==> src/rtl/irq_debouncer.sv <==
// irq_debouncer
//   Turns raw asynchronous interrupt request lines (buttons, switches) into
//   clean single-event pulses for the CP0 interrupt samplers. Each channel is
//   independently synchronised, debounced, rising-edge detected and stretched
//   into a PULSE_CYCLES-wide pulse. Bit N-1 is the highest CP0 priority.
//
// Parameters
//   N               number of channels
//   DEBOUNCE_CYCLES consecutive disagreeing samples needed to accept a change (>=1)
//   PULSE_CYCLES    width of each intsrc pulse in clocks (>=1)
//   INV_MASK        per-channel input inversion for active-low lines
//
// Ports
//   clk        clock
//   rst        synchronous, active-high reset
//   raw_in     [N]   asynchronous request lines
//   intsrc     [N]   per-channel interrupt pulses (registered)
//   level      [N]   debounced stable level per channel
//   stats_clr        clears all event counters       (IRQ_DEBOUNCE_STATS_EN only)
//   evt_count  [8N]  saturating accepted-rise counts,
//                    channel i in bits [8i+7:8i]     (IRQ_DEBOUNCE_STATS_EN only)
//
// Build option
//   `define IRQ_DEBOUNCE_STATS_EN adds the event counters and their ports.

module irq_debouncer #(
  parameter int             N               = 3,
  parameter int             DEBOUNCE_CYCLES = 100000,
  parameter int             PULSE_CYCLES    = 1,
  parameter logic [N-1:0]   INV_MASK        = '0
) (
  input  logic           clk,
  input  logic           rst,
  input  logic [N-1:0]   raw_in,
`ifdef IRQ_DEBOUNCE_STATS_EN
  input  logic           stats_clr,
  output logic [8*N-1:0] evt_count,
`endif
  output logic [N-1:0]   intsrc,
  output logic [N-1:0]   level
);

  localparam int CW = $clog2(DEBOUNCE_CYCLES + 1);
  localparam int PW = (PULSE_CYCLES > 1) ? $clog2(PULSE_CYCLES) : 1;
  localparam logic [CW-1:0] CNT_LAST = CW'(DEBOUNCE_CYCLES - 1);
  localparam logic [PW-1:0] PC_LOAD  = PW'(PULSE_CYCLES - 1);

  typedef enum logic {IDLE, PULSE} pstate_t;

  logic [N-1:0] s1, s2;

  // Inversion happens before the synchroniser so every later stage sees
  // active-high requests; reset clears the chain, so idle-high inverted lines
  // come out of reset reading 0 and cannot fake a rising edge.
  always_ff @(posedge clk) begin
    if (rst) begin
      s1 <= '0;
      s2 <= '0;
    end else begin
      s1 <= raw_in ^ INV_MASK;
      s2 <= s1;
    end
  end

  for (genvar i = 0; i < N; i++) begin : g_ch
    logic          stb, stb_d, rise;
    logic [CW-1:0] cnt;
    pstate_t       state, state_nxt;
    logic [PW-1:0] pc, pc_nxt;

    // The counter only runs while the synchronised input disagrees with the
    // accepted level; the D-th consecutive disagreeing sample flips the level.
    always_ff @(posedge clk) begin
      if (rst) begin
        stb   <= 1'b0;
        stb_d <= 1'b0;
        cnt   <= '0;
      end else begin
        stb_d <= stb;
        if (s2[i] == stb) begin
          cnt <= '0;
        end else if (cnt == CNT_LAST) begin
          stb <= ~stb;
          cnt <= '0;
        end else begin
          cnt <= cnt + 1'b1;
        end
      end
    end

    assign rise = stb & ~stb_d;

    always_ff @(posedge clk) begin
      if (rst) begin
        state <= IDLE;
        pc    <= '0;
      end else begin
        state <= state_nxt;
        pc    <= pc_nxt;
      end
    end

    // A rise during PULSE reloads the down-counter, merging back-to-back
    // events into one longer pulse instead of a second separate one.
    always_comb begin
      state_nxt = state;
      pc_nxt    = pc;
      case (state)
        IDLE: begin
          if (rise) begin
            state_nxt = PULSE;
            pc_nxt    = PC_LOAD;
          end
        end
        PULSE: begin
          if (rise) begin
            pc_nxt = PC_LOAD;
          end else if (pc == '0) begin
            state_nxt = IDLE;
          end else begin
            pc_nxt = pc - 1'b1;
          end
        end
        default: begin
          state_nxt = IDLE;
        end
      endcase
    end

    assign intsrc[i] = (state == PULSE);
    assign level[i]  = stb;

`ifdef IRQ_DEBOUNCE_STATS_EN
    logic [7:0] ec;

    // Clear wins over a same-cycle rise; the count sticks at 255.
    always_ff @(posedge clk) begin
      if (rst || stats_clr) begin
        ec <= '0;
      end else if (rise && (ec != 8'hFF)) begin
        ec <= ec + 1'b1;
      end
    end

    assign evt_count[8*i +: 8] = ec;
`endif
  end

endmodule
==> config.mk <==
export PLATFORM = sky130hd
export DESIGN_NAME = irq_debouncer
export DESIGN_NICKNAME = d
export VERILOG_FILES = /design/src/rtl/irq_debouncer.sv
export SDC_FILE = /design/constraint.sdc
export NUM_CORES = 1
export LEC_CHECK = 0
export ABC_AREA = 1
export CORE_MARGIN = 5
export CORE_UTILIZATION = 55
export CTS_CLUSTER_DIAMETER = 200
export DETAILED_ROUTE_END_ITERATION = 16
export PLACE_DENSITY = 0.76
export SLEW_MARGIN = 30
export SYNTH_ARGS = -nofsm -noshare
export SYNTH_HDL_FRONTEND = slang
export SYNTH_SLANG_ARGS = --single-unit
export TNS_END_PERCENT = 50
==> constraint.sdc <==
create_clock -name clk -period 1.5 [get_ports clk]
set_input_delay 0.3 -clock clk [delete_from_list [all_inputs] [get_ports clk]]
set_output_delay 0.3 -clock clk [all_outputs]
set_load 0.02 [all_outputs]
=== Yosys cells after proc, flatten, opt, wreduce, memory -nomap -nowiden ===
Index checks and enable logic that the tools add are counted.
Widths: inputs -> output; s select.

* Register bits after elaboration: 69
* Output and inout port bits: 6
* Input port bits: 5

* Bitwise logic cells: 15
* Multiplexer cells: 24
* Equal/unequal tests: 9
* Reductions and logical operators: 6
* Add/subtract/negate cells: 6

{| class="wikitable"
|+ Operators by type and width
! operator !! count
|-
| $add 17x1->17 const B || 3
|-
| $eq 17x17->1 const B || 3
|-
| $mux 1 || 18
|-
| $not 1->1 || 12
|-
| $pmux 1 s2 || 6
|-
| $reduce_or 3->1 || 3
|-
| $ne 2x2->1 const B || 3
|-
| $reduce_and 2->1 || 3
|-
| $and 1x1->1 || 3
|-
| $eq 1x1->1 || 3
|-
| $sub 1x1->1 const B || 3
|}

=== Depth between registers and ports, before layout ===
* Depth after elaboration: 4
* Gate-level depth with buffers: 9
* Depth with buffers taken out: 9

=== Worst setup path after synthesis ===
No wires, ideal clock.

* Path type: reg2reg
* From: reg g_ch[0].cnt[0]
* To: reg g_ch[0].cnt[7]
* Path buffers: 1
* Required time: 1.384 ns
* Setup time: 0.116 ns
* Path slack: 0.102 ns
* Stages on the path, launching flop included: 8
* Arrival time: 1.283 ns
* Period minus slack after synthesis: 1.398 ns
* Cells stage by stage: dfxtp_1 -> ha_1 -> nand2_1 -> nor2_4 -> nand3_4 -> o21bai_4 -> buf_6 -> nor2_1

* Longest elaborated chain between the ends: 2
* Elaborated cells on any way between the ends: 3

{| class="wikitable"
|+ Ends and longest elaborated chain
! what !! RTL line !! RTL
|-
| start: declaration || 67 || <nowiki>logic [CW-1:0] cnt;</nowiki>
|-
| start signal: assignment || 86 || <nowiki>cnt <= cnt + 1'b1;</nowiki>
|-
| parallel branches: the longest is 2 deep, another holds $add 17x1->17 || n/a ||
|}

Several ways; the timed one is not identified.
A chain may end at the register's enable or synchronous reset.

=== Final worst setup path ===
* From: reg g_ch[0].cnt[1]
* To: reg g_ch[0].cnt[8]

The elaborated chain is that of the path after synthesis.

==> metrics <==
status=finished, final reports clean; Worst EP arrival=about 1.7 ns; Power Dens Cells=just under 900 nW/um^2; final period utilization=96.0%; Non-Filler Instances=600; CTS Sinks=66; Die ar.=approximately 7700 um^2; hold path depth=1; initial antenna violation count=0; fmax=a little under 700 MHz; Num CTS Buffers=9; Least-Margin Pin Slew=approximately 0.32 ns; pre-CTS WS=-0.0702 ns; Avg Cell Area, Syn=between 6 and 7 um^2; fin. max-slew vios=0; first-iteration detailed-routing DRC count=167; PortBufs=10; GRT Residual Overflow=0; hold slack=about 0.39 ns; worst hold-check path type=reg -> reg; commonest non-fill, non-tap cell in the layout=nor2_1; Cells after Synth=a little under 500; worst-path fanout max=15; Via-to-Cell Ratio=4.90; Post-Syn Area=between 3000 and 4000 um^2; Net Switching=around 0.74 mW; CTS tree=built; post-synthesis sequential area ratio=39.9%; Slew headroom=about four fifths; top cells by area, synth=dfxtp_1 (40%), nor2_1 (15%), nand2_1 (13%), inv_1 (7.9%), xor2_1 (6.1%); routed len/inst=around 11 um; commonest cells after routing, fill and taps aside=nor2_1 (127), nand2_1 (117), inv_1 (70), dfxtp_1 (64), nand3_1 (25); Max-Cap Viols=0; # setup viols final=0; Routed Antenna Nets=0; Synth warnings=0; switching part of the total power=between 20% and 30%; Internal=between 2 and 3 mW; synthesis-to-layout area growth=14.9%; Netlist cell types=23; RD Place Congestion=between 0.9 and 1; peak supply drop=between 0.0007 and 0.0008 V; Tot GR Track Use=approximately 18%; Core Footprint=a little under 6000 um^2; Sequential Power Share=52.7%; clk buf depth=2; Clk Latency, worst-skew pair=around 0.34 ns; num rows=28; Fin. Hold Viols=0; H-tree Lvls=3; CTS clk-pin slew, worst paths=0.07 ns; vias=roughly 2900; share of cells above drive strength 1=10.1%; die width=87.6 um; FF+latch count, synth=66; type of origin of the critical path=flip-flop; Max Clock Skew=roughly 0.0067 ns; final WL=around 6600 um; DRC Markers=0; RSZ-0062 raised after global routing=yes; CP Class=reg -> reg; dpl hpwl=4640 um; Root Buffer=clkbuf_8; first-pass GRT wire length=around 11000 um; Synth top area share=roughly two fifths; final instance area=3800 um^2; Pre-antenna DRT Iters=5; CP Capture Type=flip-flop; minimum clock period=approximately 1.4 ns; Clock power frac=45.2%; Comb power frac=under 10%; Top Ports=11; worst setup margin=about 0.060 ns; r2r worst-path depth=7; Placed Area=~3500 um^2; Pwr Total=roughly 3.3 mW; leakage=~1.4 nW; Diodes inserted=0; Placed Cells=roughly 580; vias in the first global route=between 2000 and 3000; CP Data Required Time=between 1.5 and 2 ns; fin nets=around 530; Initial Util=between 50% and 60%; largest net degree at the start of global routing=16; dominant cell type by area after synthesis=dfxtp_1; Synth Net Count=around 500; Die H=slightly below 90 um
critical path, stage by stage (launching register included):
cell and delay (ns):
dfxtp_2 0.35, ha_2 0.19, nand2_2 0.10, nor2_4 0.19, nand3_4 0.11, o21bai_4 0.18, buf_12 0.16, nor2_1 0.05
power groups by stage:
stage | clock [mW] | sequential, mW | combinational (mW)
2_1_floorplan | 0 | 1.80 | 0.0374
3_3_place_gp | 0 | 1.80 | 0.0577
3_5_place_dp | 0 | 1.80 | 0.0589
4_1_cts | 1.55 | 1.76 | 0.0620
5_1_grt | 1.64 | 1.76 | 0.0763
6_report | 1.51 | 1.76 | 0.0693
cell type report:
type,instances,area [um^2]
clock buffers,10,138
multi-input cells,346,1660
flip-flops and latches,66,1320
clock inverters,6,66.3
well taps,75,93.8
repair buffers,27,258
fillers,521,2080
inverters,70,263
final timing paths:
kind         slack, ns                        end                 startpoint
max               0.06  g_ch[0].cnt[8]$_SDFF_PP0_  g_ch[0].cnt[1]$_SDFF_PP0_
min               0.39   g_ch[1].state$_SDFF_PP0_   g_ch[1].stb_d$_SDFF_PP0_
max reg2reg       0.06  g_ch[0].cnt[8]$_SDFF_PP0_  g_ch[0].cnt[1]$_SDFF_PP0_
min reg2reg       0.39   g_ch[1].state$_SDFF_PP0_   g_ch[1].stb_d$_SDFF_PP0_
per-stage QoR:
| stage | util (%) | setup TNS [ns] |
|---|---|---|
| 2_1_floorplan | - | 0 |
| 3_3_place_gp | 59.6 | -1.24 |
| 3_5_place_dp | 59.6 | -2.19 |
| 4_1_cts | 63.3 | 0 |
| 5_1_grt | 64.6 | -0.138 |
| 6_report | 64.6 | 0 |
registers in the layout, indices dropped and copies added (netlist names):
name / count
g_ch.state: 3
s1: 3
g_ch.stb: 3
s2: 3
g_ch.cnt: 51
g_ch.stb_d: 3
repair_timing:
| item | in CTS | in global routing |
|---|---|---|
| endpoints found under the setup margin | 21 | 50 |
| buffers inserted | 1 | 4 |
| gates resized for setup | 6 | 9 |
| pin swaps | 1 | 4 |
| hold buffers | 0 | 0 |
routing by layer:
layer	track usage (%)	up-vias	part of all wire [%]
met5	0	-	0
li1	-	1541	-
met4	6.97	0	1.4
met2	30.8	52	48
met1	23.0	1337	47
met3	4.42	11	3.8
cell usage after synthesis:
cell type,n
nor2_1,130
nand2_1,118
inv_1,70
dfxtp_1,66
nand3_1,25
xor2_1,23
nand4_1,11
o21ai_0,10
buf_4,6
nor3_1,6
a21oi_1,3
buf_6,3
ha_1,3
o21bai_4,3
xnor2_1,3
clkbuf_1,2
nand2_2,2
nand3_2,2
nor2_2,2
nor2_4,2
nand3_4,1
o21ai_1,1
o21bai_1,1
cell families (layout without fill, tap and decap cells):
| group | Yosys count | in the layout | share of synthesized area [%] |
|---|---|---|---|
| AOI/OAI and AO/OA | 18 | 18 | 4.05 |
| and+or+nand+nor | 299 | 299 | 37.5 |
| buffers and inverters | 81 | 113 | 10.5 |
| adders and majority gates | 3 | 3 | 1.13 |
| xor gates and xnor gates | 26 | 26 | 6.88 |
| DFF | 66 | 66 | 39.9 |
Power figures use the tool's default switching activity.
